==> config.mk <==
export PLATFORM = sky130hd
export DESIGN_NAME = line_window_controller
export DESIGN_NICKNAME = d
export VERILOG_FILES = /design/src/rtl/line_buf_pkg.sv /design/src/rtl/frame_counter.sv /design/src/rtl/line_window_controller.sv
export SDC_FILE = /design/constraint.sdc
export NUM_CORES = 1
export LEC_CHECK = 0
export CORE_MARGIN = 1
export CORE_UTILIZATION = 40
export DETAILED_ROUTE_END_ITERATION = 16
export GPL_TIMING_DRIVEN = 1
export PLACE_DENSITY = 0.69
export SETUP_SLACK_MARGIN = 0.02
export SLEW_MARGIN = 5
export SYNTH_ARGS = -nofsm -noshare
export SYNTH_HDL_FRONTEND = slang
export SYNTH_SLANG_ARGS = --single-unit
export TNS_END_PERCENT = 50
==> constraint.sdc <==
create_clock -name clk -period 4.15 [get_ports clk]
set_clock_uncertainty 0.15 [all_clocks]
set_input_delay 0.83 -clock clk [delete_from_list [all_inputs] [get_ports clk]]
set_output_delay 0.83 -clock clk [all_outputs]
set_load 0.01 [all_outputs]
==> src/rtl/line_buf_pkg.sv <==
// Shared types and width helpers for the line-buffer window controller and its
// raster counter.
package line_buf_pkg;

  typedef enum logic [1:0] {
    ST_IDLE  = 2'd0,
    ST_RUN   = 2'd1,
    ST_FLUSH = 2'd2,
    ST_DONE  = 2'd3
  } state_t;

  // Counter width for a range of n values; never narrower than one bit.
  function automatic int cnt_w(input int n);
    return (n > 1) ? $clog2(n) : 1;
  endfunction

  // Rows of padding above and below the window centre.
  function automatic int half_of(input int num_lines);
    return num_lines / 2;
  endfunction

endpackage

==> src/rtl/frame_counter.sv <==
// Raster column/row counter with a run-time row limit, so the same counter walks
// the image rows and then the padding rows during flush.
module frame_counter
  import line_buf_pkg::*;
#(
  parameter int COL_MAX = 1024,
  parameter int ROW_MAX = 480,
  localparam int CW = cnt_w(COL_MAX),
  localparam int RW = cnt_w(ROW_MAX)
) (
  input  logic          clk,
  input  logic          rst,
  input  logic          i_en,
  input  logic          i_clr,
  input  logic [RW-1:0] i_row_last,
  output logic [CW-1:0] o_col,
  output logic [RW-1:0] o_row,
  output logic          o_eol,
  output logic          o_last
);

  logic [CW-1:0] r_col;
  logic [RW-1:0] r_row;

  assign o_eol  = (r_col == CW'(COL_MAX - 1));
  assign o_last = o_eol && (r_row == i_row_last);
  assign o_col  = r_col;
  assign o_row  = r_row;

  // NOTE: state registers use non-blocking assignments so every flop samples
  // pre-edge values regardless of block ordering.
  always_ff @(posedge clk) begin
    if (rst || i_clr) begin
      r_col <= '0;
      r_row <= '0;
    end else if (i_en) begin
      if (o_eol) begin
        r_col <= '0;
        r_row <= o_last ? '0 : r_row + 1'b1;
      end else begin
        r_col <= r_col + 1'b1;
      end
    end
  end

endmodule

==> src/rtl/line_window_controller.sv <==
// Sequences a chain of line buffers feeding a (NUM_LINES+1)-row window: raster
// tracking, buffer enables, real-data tap mask and optional end-of-frame flush.
module line_window_controller
  import line_buf_pkg::*;
#(
  parameter int IMG_WIDTH  = 1024,
  parameter int IMG_HEIGHT = 480,
  parameter int NUM_LINES  = 2,
  parameter int PAD        = 1,
  localparam int CW = cnt_w(IMG_WIDTH),
  localparam int RW = cnt_w(IMG_HEIGHT)
) (
  input  logic                 clk,
  input  logic                 rst,
  input  logic                 valid_i,
  output logic                 ready_o,
  output logic [NUM_LINES-1:0] wr_en_o,
  output logic [NUM_LINES-1:0] rd_en_o,
  output logic                 win_valid_o,
  output logic [NUM_LINES:0]   win_rows_o,
  output logic                 flush_o,
  output logic [CW-1:0]        col_o,
  output logic [RW-1:0]        row_o,
  output logic                 done_o
);

  localparam int HALF    = half_of(NUM_LINES);
  localparam int WIN_ROW = (PAD != 0) ? HALF : NUM_LINES;

  state_t        r_state;
  state_t        w_state_nxt;
  logic          w_run;
  logic          w_flush;
  logic          w_acc;
  logic [CW-1:0] w_col;
  logic [RW-1:0] w_row;
  logic [31:0]   w_row_x;
  logic [RW-1:0] w_row_last;
  logic          w_eol;
  logic          w_last;

  assign w_run   = (r_state == ST_IDLE) || (r_state == ST_RUN);
  assign w_flush = (r_state == ST_FLUSH);
  assign ready_o = !rst && w_run;
  assign w_acc   = valid_i && ready_o;
  assign w_row_x = 32'(w_row);

  // During flush the row counter indexes padding rows, so its limit drops to HALF.
  assign w_row_last = w_flush ? RW'(HALF - 1) : RW'(IMG_HEIGHT - 1);

  frame_counter #(
    .COL_MAX (IMG_WIDTH),
    .ROW_MAX (IMG_HEIGHT)
  ) u_cnt (
    .clk        (clk),
    .rst        (rst),
    .i_en       (w_acc || w_flush),
    .i_clr      (r_state == ST_DONE),
    .i_row_last (w_row_last),
    .o_col      (w_col),
    .o_row      (w_row),
    .o_eol      (w_eol),
    .o_last     (w_last)
  );

  // NOTE: every signal driven here gets a default first, so no path through the
  // case leaves a value held and no latch is inferred.
  always_comb begin
    w_state_nxt = r_state;
    case (r_state)
      ST_IDLE, ST_RUN: begin
        if (w_acc) begin
          if (w_eol && w_last) w_state_nxt = (PAD != 0) ? ST_FLUSH : ST_DONE;
          else                 w_state_nxt = ST_RUN;
        end
      end
      ST_FLUSH: if (w_last) w_state_nxt = ST_DONE;
      ST_DONE:  w_state_nxt = ST_IDLE;
      default:  w_state_nxt = ST_IDLE;
    endcase
  end

  always_ff @(posedge clk) begin
    if (rst) r_state <= ST_IDLE;
    else     r_state <= w_state_nxt;
  end

  always_comb begin
    wr_en_o     = '0;
    rd_en_o     = '0;
    win_valid_o = 1'b0;
    win_rows_o  = '0;
    flush_o     = 1'b0;
    done_o      = 1'b0;
    if (!rst) begin
      if (w_run) begin
        win_rows_o[0] = 1'b1;
        for (int i = 1; i <= NUM_LINES; i++) win_rows_o[i] = (w_row_x >= i);
        for (int i = 0; i < NUM_LINES; i++) begin
          wr_en_o[i] = w_acc && (w_row_x >= i);
          rd_en_o[i] = w_acc && (w_row_x >= i + 1);
        end
        win_valid_o = w_acc && (w_row_x >= WIN_ROW);
      end else if (w_flush) begin
        // Bottom padding: tap i still holds real data only above flush row f.
        flush_o     = 1'b1;
        wr_en_o     = '1;
        rd_en_o     = '1;
        win_valid_o = 1'b1;
        for (int i = 0; i <= NUM_LINES; i++) win_rows_o[i] = (i >= w_row_x + 1);
      end else begin
        done_o = 1'b1;
      end
    end
  end

  assign col_o = rst ? '0 : w_col;
  assign row_o = rst ? '0 : w_row;

endmodule
# Yosys cells after proc, flatten, opt, wreduce, memory -nomap -nowiden
# Cells that the tools add are included.
dict set report classes {
  add_sub_neg 3
  magnitude_cmp 6
  eq_ne 7
  n_mux 25
  n_reduce_logical 15
}
# op count
set ops {}
lappend ops {{greater-or-equal comparator 1 x 32 -> 1 bit, first input constant} 2}
lappend ops {{2-to-1 mux 9 bit} 3}
lappend ops {{2-to-1 mux 10 bit} 2}
lappend ops {{greater-or-equal comparator 9 x 1 -> 1 bit, second input constant} 2}
lappend ops {{2-to-1 mux 2 bit} 8}
lappend ops {{adder 10 x 1 -> 10 bit, second input constant} 1}
lappend ops {{adder 9 x 1 -> 10 bit, second input constant} 1}
lappend ops {{equality test 10 bit, second input constant} 1}
lappend ops {{greater-or-equal comparator 2 x 10 -> 1 bit, first input constant} 1}
lappend ops {{adder 9 x 1 -> 9 bit, second input constant} 1}
lappend ops {{equality test 9 bit} 1}
lappend ops {{greater-or-equal comparator 9 x 2 -> 1 bit, second input constant} 1}
lappend ops {{2-to-1 mux 3 bit} 3}
lappend ops {{2-to-1 mux 1 bit} 8}
lappend ops {{logical AND 1 bit} 7}
lappend ops {{case mux 2 bit (3 select lines)} 1}
lappend ops {{equality test 2 bit, second input constant} 2}
lappend ops {{AND reduction 2 bit} 2}
lappend ops {{logical OR 1 bit} 3}
lappend ops {{equality test 2 x 1 -> 1 bit, second input constant} 1}
lappend ops {{logical NOT 2 bit} 1}
lappend ops {{!= test 2 x 1 -> 1 bit, second input constant} 1}
lappend ops {{!= test 2 bit, second input constant} 1}
lappend ops {{OR reduction 2 bit} 1}
lappend ops {{logical NOT 1 bit} 1}
dict set report totals {
  reg_bits 21
  inputBits 3
  wordCells 59
}

# Longest topological paths before layout
# Gate-level depths: netlist (run 1).
dict set report depth {
  ltp_word 8
  mapped_depth 6
}

# Hierarchy
# A second synthesis (run 1) with hierarchy kept.
dict set report unflattened {
  cells_unflattened 193
  hier_area_um2 1506.4
}
# mod n_inst cells_per_inst area_each_um2
set by_module_without_submodules {}
lappend by_module_without_submodules {frame_counter 1 107 967.2}
lappend by_module_without_submodules {line_window_controller 1 86 539.3}

# Worst setup path after synthesis (run 1)
# Ideal clock, no wire load.
dict set report synth_timing {
  kind {register to output}
  start {register u_cnt.r_row[2], in the netlist u_cnt.o_row[2]}
  end {output port rd_en_o[0]}
  arrival_ps 1935
  required_time_ps 3170
  setup_slack_ps 1235
  stages_incl_launch_ff 7
  cell_sequence {dfxtp_1 > clkbuf_1 > or4_1 > nand2b_1 > or4_1 > and2_1 > buf_4}
}
dict set report synth_between {
  elab_chain_cells 4
}
# element line_no
set synth_lines {}
lappend synth_lines {{from (decl)} frame_counter.sv:23} ;# logic [RW-1:0] r_row;
lappend synth_lines {{from (signal assigned)} frame_counter.sv:39} ;# r_row <= o_last ? '0 : r_row + 1'b1;
lappend synth_lines {{greater-or-equal comparator 9 x 1 -> 1 bit} line_window_controller.sv:101} ;# rd_en_o[i] = w_acc && (w_row_x >= i + 1);
lappend synth_lines {{logical AND 1 bit} line_window_controller.sv:101}
lappend synth_lines {{2-to-1 mux 2 bit} line_window_controller.sv:96} ;# if (w_run) begin
lappend synth_lines {{2-to-1 mux 2 bit} line_window_controller.sv:95} ;# if (!rst) begin
lappend synth_lines {{to (decl)} line_window_controller.sv:18} ;# output logic [NUM_LINES-1:0] rd_en_o,
# Every way passes these cells.

# Worst setup path in the final report (run 1)
dict set report layout_timing {
  start {register u_cnt.r_row[1], in the netlist u_cnt.o_row[1]}
  end {output port wr_en_o[1]}
}
dict set report layout_between {
  elab_chain_cells 4
}
# element line_no
set layout_lines {}
lappend layout_lines {{greater-or-equal comparator 9 x 1 -> 1 bit} line_window_controller.sv:100} ;# wr_en_o[i] = w_acc && (w_row_x >= i);
lappend layout_lines {{logical AND 1 bit} line_window_controller.sv:100}
lappend layout_lines {{2-to-1 mux 2 bit} line_window_controller.sv:96}
lappend layout_lines {{2-to-1 mux 2 bit} line_window_controller.sv:95}
lappend layout_lines {{to (decl)} line_window_controller.sv:17} ;# output logic [NUM_LINES-1:0] wr_en_o,
# Every way passes these cells.

==> results by group, run 1 <==
Synth
  – Ys flop type: dfxtp_1
  – Yosys warnings: 0
  – Mapped Nets: 208
  – Post-synth EDFFs: 0
  – Seq/Total Area, Yosys: 0.282
  – Post-Syn Instances: 200
  – FF+latch count, synth: 21
  – Mean Syn Cell Area: 7.44 µm²
  – Distinct cells, synth: 44
  – Post-synthesis cell area: 1490 µm²
  – Post-synth ARST share: 0

CTS
  – Post_cts resized: 0
  – Clk slew on worst S/H paths: 0.08 ns
  – CTS H-tree depth: 1
  – # Post-CTS Setup Buffers: 0
  – Clock root buffer: clkbuf_8
  – Post-CTS Hold Fix Bufs: 0
  – Inserted Clock Buffers: 3
  – Worst-case clock buffer depth: 2
  – CTS tree: built
  – # clock sinks: 21
  – Latest clock arrival within the worst-skew pair: 0.26 ns

Final layout
  – Nets: 235
  – Commonest non-fill, non-tap cell in the layout: clkdlybuf4s50_1
  – ANT cells: 0
  – Register area: 420 µm²
  – Proportion of layout cells with a drive suffix above 1: 0.0531
  – Multi-input logic area: 970 µm²
  – Synth-to-Final Area Change: 25.9%
  – Fillers: 341
  – Most frequent cells in the layout: 32 x clkdlybuf4s50_1, 27 x nor2_1, 21 x dfxtp_1

Drt
  – Vias/cell: 5.33
  – Avg WL per Cell: 12.9 µm
  – Total Wirelength: 3.52 mm
  – DRT iter0 DRCs: 37
  – ANT nets after route: 0
  – DR pass1 iterations: 4
  – # DRC: 0
  – Vias: 1451

Setup path
  – Crit start category: flop
  – WP data arrival: 2.66 ns
  – Register-to-Register Path Depth: 5
  – Crit path required time: 3.17 ns
  – CP Capture Type: primary output
  – Worst setup path startpoint: u_cnt.o_row[1]$_SDFFE_PP0P_
  – Setup CP Type: reg -> out
  – Setup crit end: wr_en_o[1]
  – Worst Path Max Fanout: 10
  – Register-to-Register Setup Slack: 1.84 ns
  – Worst flop-to-flop path endpoint: u_cnt.o_row[0]$_SDFFE_PP0P_
  – Critical R2R Launch: r_state[1]$_SDFFE_PP0P_

Timing
  – Crit share post-route: 0.878
  – Hold_ws: 0.345 ns
  – Worst slew pin tran: 0.688 ns
  – Final-report setup violation count: 0
  – Final Slew Violations: 0
  – Endpoints failing hold: 0
  – Fmax: 275 MHz
  – Final setup TNS: 0 ns
  – Clock period minus final worst setup slack: 3.64 ns
  – Max_slew headroom: 0.542
  – RSZ-0062 raised after global routing: false

Power and ir drop
  – Max VDD drop: 0.000115 V
  – PwrDens: 197 nW/µm²
  – Leakage: 0.620 nW

Floorplan
  – Num rows: 21
  – Die Wd: 63.0 µm
  – Initial Utilization: 0.433
  – Die H: 63.0 µm
  – Placeable Area: 3440 µm²
  – Die Area: 3970 µm²
  – Ports: 33

Outcome
  – Status: finished clean

GRT
  – Gr usage total: 0.183
  – Global route overflow: 0
  – Vias in the first global route: 1300
  – First-pass GRT wire length: 5.80 mm
  – Largest net degree at the start of global routing: 17
  – Initial antenna violation count: 0

Min path
  – Hold Crit Class: reg -> reg

Place
  – HPWL after DPL: 2.61 mm
  – Gp weighted congestion: 0.905
  – Port buffer count: 32

Flow run
  – Max Cap Viol: 0
-- cells in the mapped netlist (all sizes together) (5+ instances only) --
cell | n | area [µm²]
a31oi | 5 | 31.3
dfxtp | 21 | 420
nor2b | 12 | 75.1
xor2 | 6 | 52.6
nand2 | 18 | 67.6
o22ai | 7 | 43.8
nand4 | 6 | 37.5
nand3 | 14 | 75.1
buf | 5 | 35.0
ha | 5 | 62.6
inv | 8 | 30.0
nor2 | 27 | 101
clkbuf | 9 | 33.8
o21ai | 7 | 38.8
-- routing by layer --
metal | track usage | up-vias | share of wire | routed length [µm]
li1 | - | 754 | - | -
met1 | 0.213 | 633 | 0.44 | 1550
met2 | 0.328 | 54 | 0.48 | 1670
met3 | 0.0328 | 10 | 0.065 | 228
met4 | 0.0669 | 0 | 0.018 | 63
met5 | 0 | - | 0 | 0
-- how the worst min path moves through the flow --
stage,startpoint,endpoint,cells past startpoint
2_1_floorplan,u_cnt.o_col[1]$_SDFFE_PP0P_,u_cnt.o_col[1]$_SDFFE_PP0P_,2
3_3_place_gp,u_cnt.o_col[1]$_SDFFE_PP0P_,u_cnt.o_col[1]$_SDFFE_PP0P_,2
3_5_place_dp,u_cnt.o_col[1]$_SDFFE_PP0P_,u_cnt.o_col[1]$_SDFFE_PP0P_,2
4_1_cts,u_cnt.o_col[1]$_SDFFE_PP0P_,u_cnt.o_col[1]$_SDFFE_PP0P_,2
5_1_grt,u_cnt.o_col[1]$_SDFFE_PP0P_,u_cnt.o_col[1]$_SDFFE_PP0P_,2
6_report,u_cnt.o_col[1]$_SDFFE_PP0P_,u_cnt.o_col[1]$_SDFFE_PP0P_,2
-- layout make-up --
| type | count | share of cell area |
|---|---|---|
| Timing Repair Buffer | 36 | 0.187 |
| Sequential cell | 21 | 0.224 |
| Clock inverter | 1 | 0.00267 |
| Clock buffer | 3 | 0.0220 |
| Multi-Input combinational cell | 157 | 0.517 |
| Tap cell | 46 | 0.0307 |
| Inverter | 8 | 0.0160 |
-- where the power goes --
group	leakage (nW)	switching (mW)	internal [mW]	total [mW]
Sequential	0.170	0.00178	0.203	0.205
Clock	0.0255	0.0679	0.0670	0.135
Combinational	0.425	0.0165	0.0123	0.0288
-- sequential cells by signal, indices dropped and copies added, names as in the netlist --
name,count
u_cnt.o_col,10
u_cnt.o_row,9
r_state,2
-- logic make-up after synthesis --
family | Yosys count | share of synthesized area
AO/OA/AOI/OAI | 37 | 0.184
buffers and inverters | 22 | 0.0664
AND/OR/NAND/NOR | 104 | 0.360
flip-flops | 21 | 0.282
adder cells (fa/ha/maj) | 5 | 0.0420
multiplexers | 1 | 0.00672
XOR/XNOR | 10 | 0.0588
-- worst max-delay path: stages, from the launching register on --
cell and delay [ns]:
dfxtp_1 0.43, or4_1 0.61, nand2b_1 0.21, or4_1 0.46, and2_1 0.21, clkdlybuf4s50_1 0.49
-- through the flow --
step | util | worst slack (ns) | instances | power, mW | area [µm²]
final | 0.545 | 0.508 | 272 | 0.368 | 1870
after CTS | 0.545 | 0.505 | 272 | 0.374 | 1870
after global placement | 0.531 | 0.606 | 268 | 0.239 | 1830
after detailed placement | 0.531 | 0.573 | 268 | 0.239 | 1830
after floorplan | - | 1.24 | 200 | 0.227 | 1490
after global routing | 0.545 | 0.357 | 272 | 0.386 | 1870
No activity file was read; power rests on OpenSTA's default activity.
==> inputs of run 2 (changes only) <==
Settings changed: SKIP_LAST_GASP set to 1.
==> results of run 2 <==
Final layout, timing and power as in run 1 (identical DEF).
==> edit (flow settings as in run 1) <==
Set the parameter `NUM_LINES` to 1 (it was 2).
--- a/src/rtl/line_window_controller.sv
+++ b/src/rtl/line_window_controller.sv
@@ -5,7 +5,7 @@
 #(
   parameter int IMG_WIDTH  = 1024,
   parameter int IMG_HEIGHT = 480,
-  parameter int NUM_LINES  = 2,
+  parameter int NUM_LINES  = 1,
   parameter int PAD        = 1,
   localparam int CW = cnt_w(IMG_WIDTH),
   localparam int RW = cnt_w(IMG_HEIGHT)
Interface: changed (resized rd_en_o, win_rows_o and wr_en_o); port bits go from 33 to 30. The function was not compared with the original's and may differ.
==> edit against run 1 <==
Design area is 7.1% lower. First-iteration DRC count is 32% lower. Synthesized cell count is 12% lower. Routed wire length is 3.3% lower. Setup slack worse by 180 ps. Total power is 8.9% lower. Hold slack better by 32 ps. Register-to-register slack worse by 20 ps. Sequential cell count stayed put. Synthesized area is 5.6% lower. Critical path depth is 2 higher.
==> edit: results (changes against run 1) <==
- Async S/R FF share, synth: 0% (unchanged)
- Final Non-Filler Cells: 248 (-8.8%)
- Run status: finished, final reports clean
- Wire per inst: 13.7 um (+6.1%)
- Synth warn: 0 (unchanged)
- Worst Tran Pin Value: 518 ps (-170 ps)
- Detailed-route via count: 1,345 (-7.3%)
- Fin crit period: 3820 ps (+182 ps)
- Multiplexer share of the synthesized area: 0.712% (+0.040 points)
- Comb power: 0.0268 mW (-7%)
- Dpl cells: 244 (-9.0%)
- Critical path startpoint: u_cnt.o_row[0]$_SDFFE_PP0P_
- Yosys cell types: 45 (+2.3%)
- Critical Path AT: 2840 ps (+180 ps)
- Initial antenna violation count: 0 (unchanged)
- P per Cell Area: 193 nW/um^2 (-2.0%)
- All-Layer GR Usage: 19.2% (+0.93 points)
- Max clock buf depth: 2 (unchanged)
- Worst slack, placed: 546 ps (-26.7 ps)
- Critical Path Sink: win_rows_o[1]
- Largest register FFs: 10 (unchanged)
- Post-synth EDFFs: 0 (unchanged)
- GP Congestion: 0.840 (-7.1%)
- Critical-path maximum fanout: 11 (+1)
- Filler instances: 362 (+6.2%)
- Clk slew on worst S/H paths: 120 ps (+40 ps)
- Post-synthesis adder-cell area fraction: 3.56% (-0.64 points)
- Worst Reg-to-Reg Cells: 6 (+1)
- Main area contributors after synthesis: dfxtp_1 30%, nor2b_1 8.0%, nor2_1 5.1%
- H-Tree Depth: 1 (unchanged)
- First-pass GRT wire length: 5430 um (-6.3%)
- XOR/XNOR Fraction of Synth Area: 6.86% (+0.97 points)
- Share of layout cells above drive strength 1: 5.45% (+0.14 points)
- Final #Nets: 210 (-11%)
- DP Area: 1710 sq um (-6.2%)
- Endpoint of the worst register-to-register path: u_cnt.o_row[7]$_SDFFE_PP0P_
- R2R Setup Slk: 1820 ps (-20 ps)
- Hold Crit Class: flop to flop
- Largest net degree at the start of global routing: 26 (+9)
- Commonest cells in the synthesized netlist: 21 x dfxtp_1, 19 x nor2_1, 18 x nor2b_1
- CTS Root Cell: clkbuf_4
- Sw Share: 25.4% (+2.0 points)
- Clk_lat worst skew: 310 ps (+50 ps)
- Mapped Cells: 177 (-12%)
- HPWL after DPL: 2460 um (-5.9%)
- Vias in the first global route: 1,217 (-6.4%)
- Seq/Total Area, Yosys: 29.9% (+1.7 points)
- Peak supply drop: 0.000137 V (+19%)
- Min Hold Slack: 377 ps (+31.9 ps)
- Buffers on Ports: 29 (-9.4%)
- Clock power frac: 30.8% (-5.8 points)
- Leakage power: 0.615 nW (-0.78%)
- Compound-Gate Fraction of Synth Area: 15.6% (-2.8 points)
- Initial detailed-routing violation count: 25 (-32%)
==> edit: changes by cell type after synthesis, sizes merged, moves of 3 or more <==
cell    change
a21oi       +8
a31oi       -5
clkbuf      -3
inv         -6
nand3      -10
nor2        -8
nor2b       +6
o22ai       -6
o31ai       -3
==> edit: critical path: stages, from the launching register on <==
cell and delay (ps):
dfxtp_1 540, ha_1 330, a21boi_0 210, a21oi_1 90
o31a_1 260, a2111oi_2 380, a22o_1 200, clkdlybuf4s50_1 520
==> edit: final cells by class <==
cell class	count	area, sq um	share of cell area [%]
Tap cell	46	57.6	3.30
Timing Repair Buffer	30	298	17.1
Inverter	2	7.51	0.431
Clock buffer	3	22.5	1.29
Sequential cell	21	420	24.1
Multi-Input combinational cell	145	931	53.4
Clock inverter	1	5.00	0.287
==> edit: metal layers <==
layer	vias to the layer above	global-route usage (%)	routed length, um	part of all wire (%)
met3	2	2.94	141	4.1
li1	679	-	-	-
met2	37	29.8	1590	47
met5	-	0	0	0
met4	0	7.47	24	0.71
met1	627	26.8	1650	48
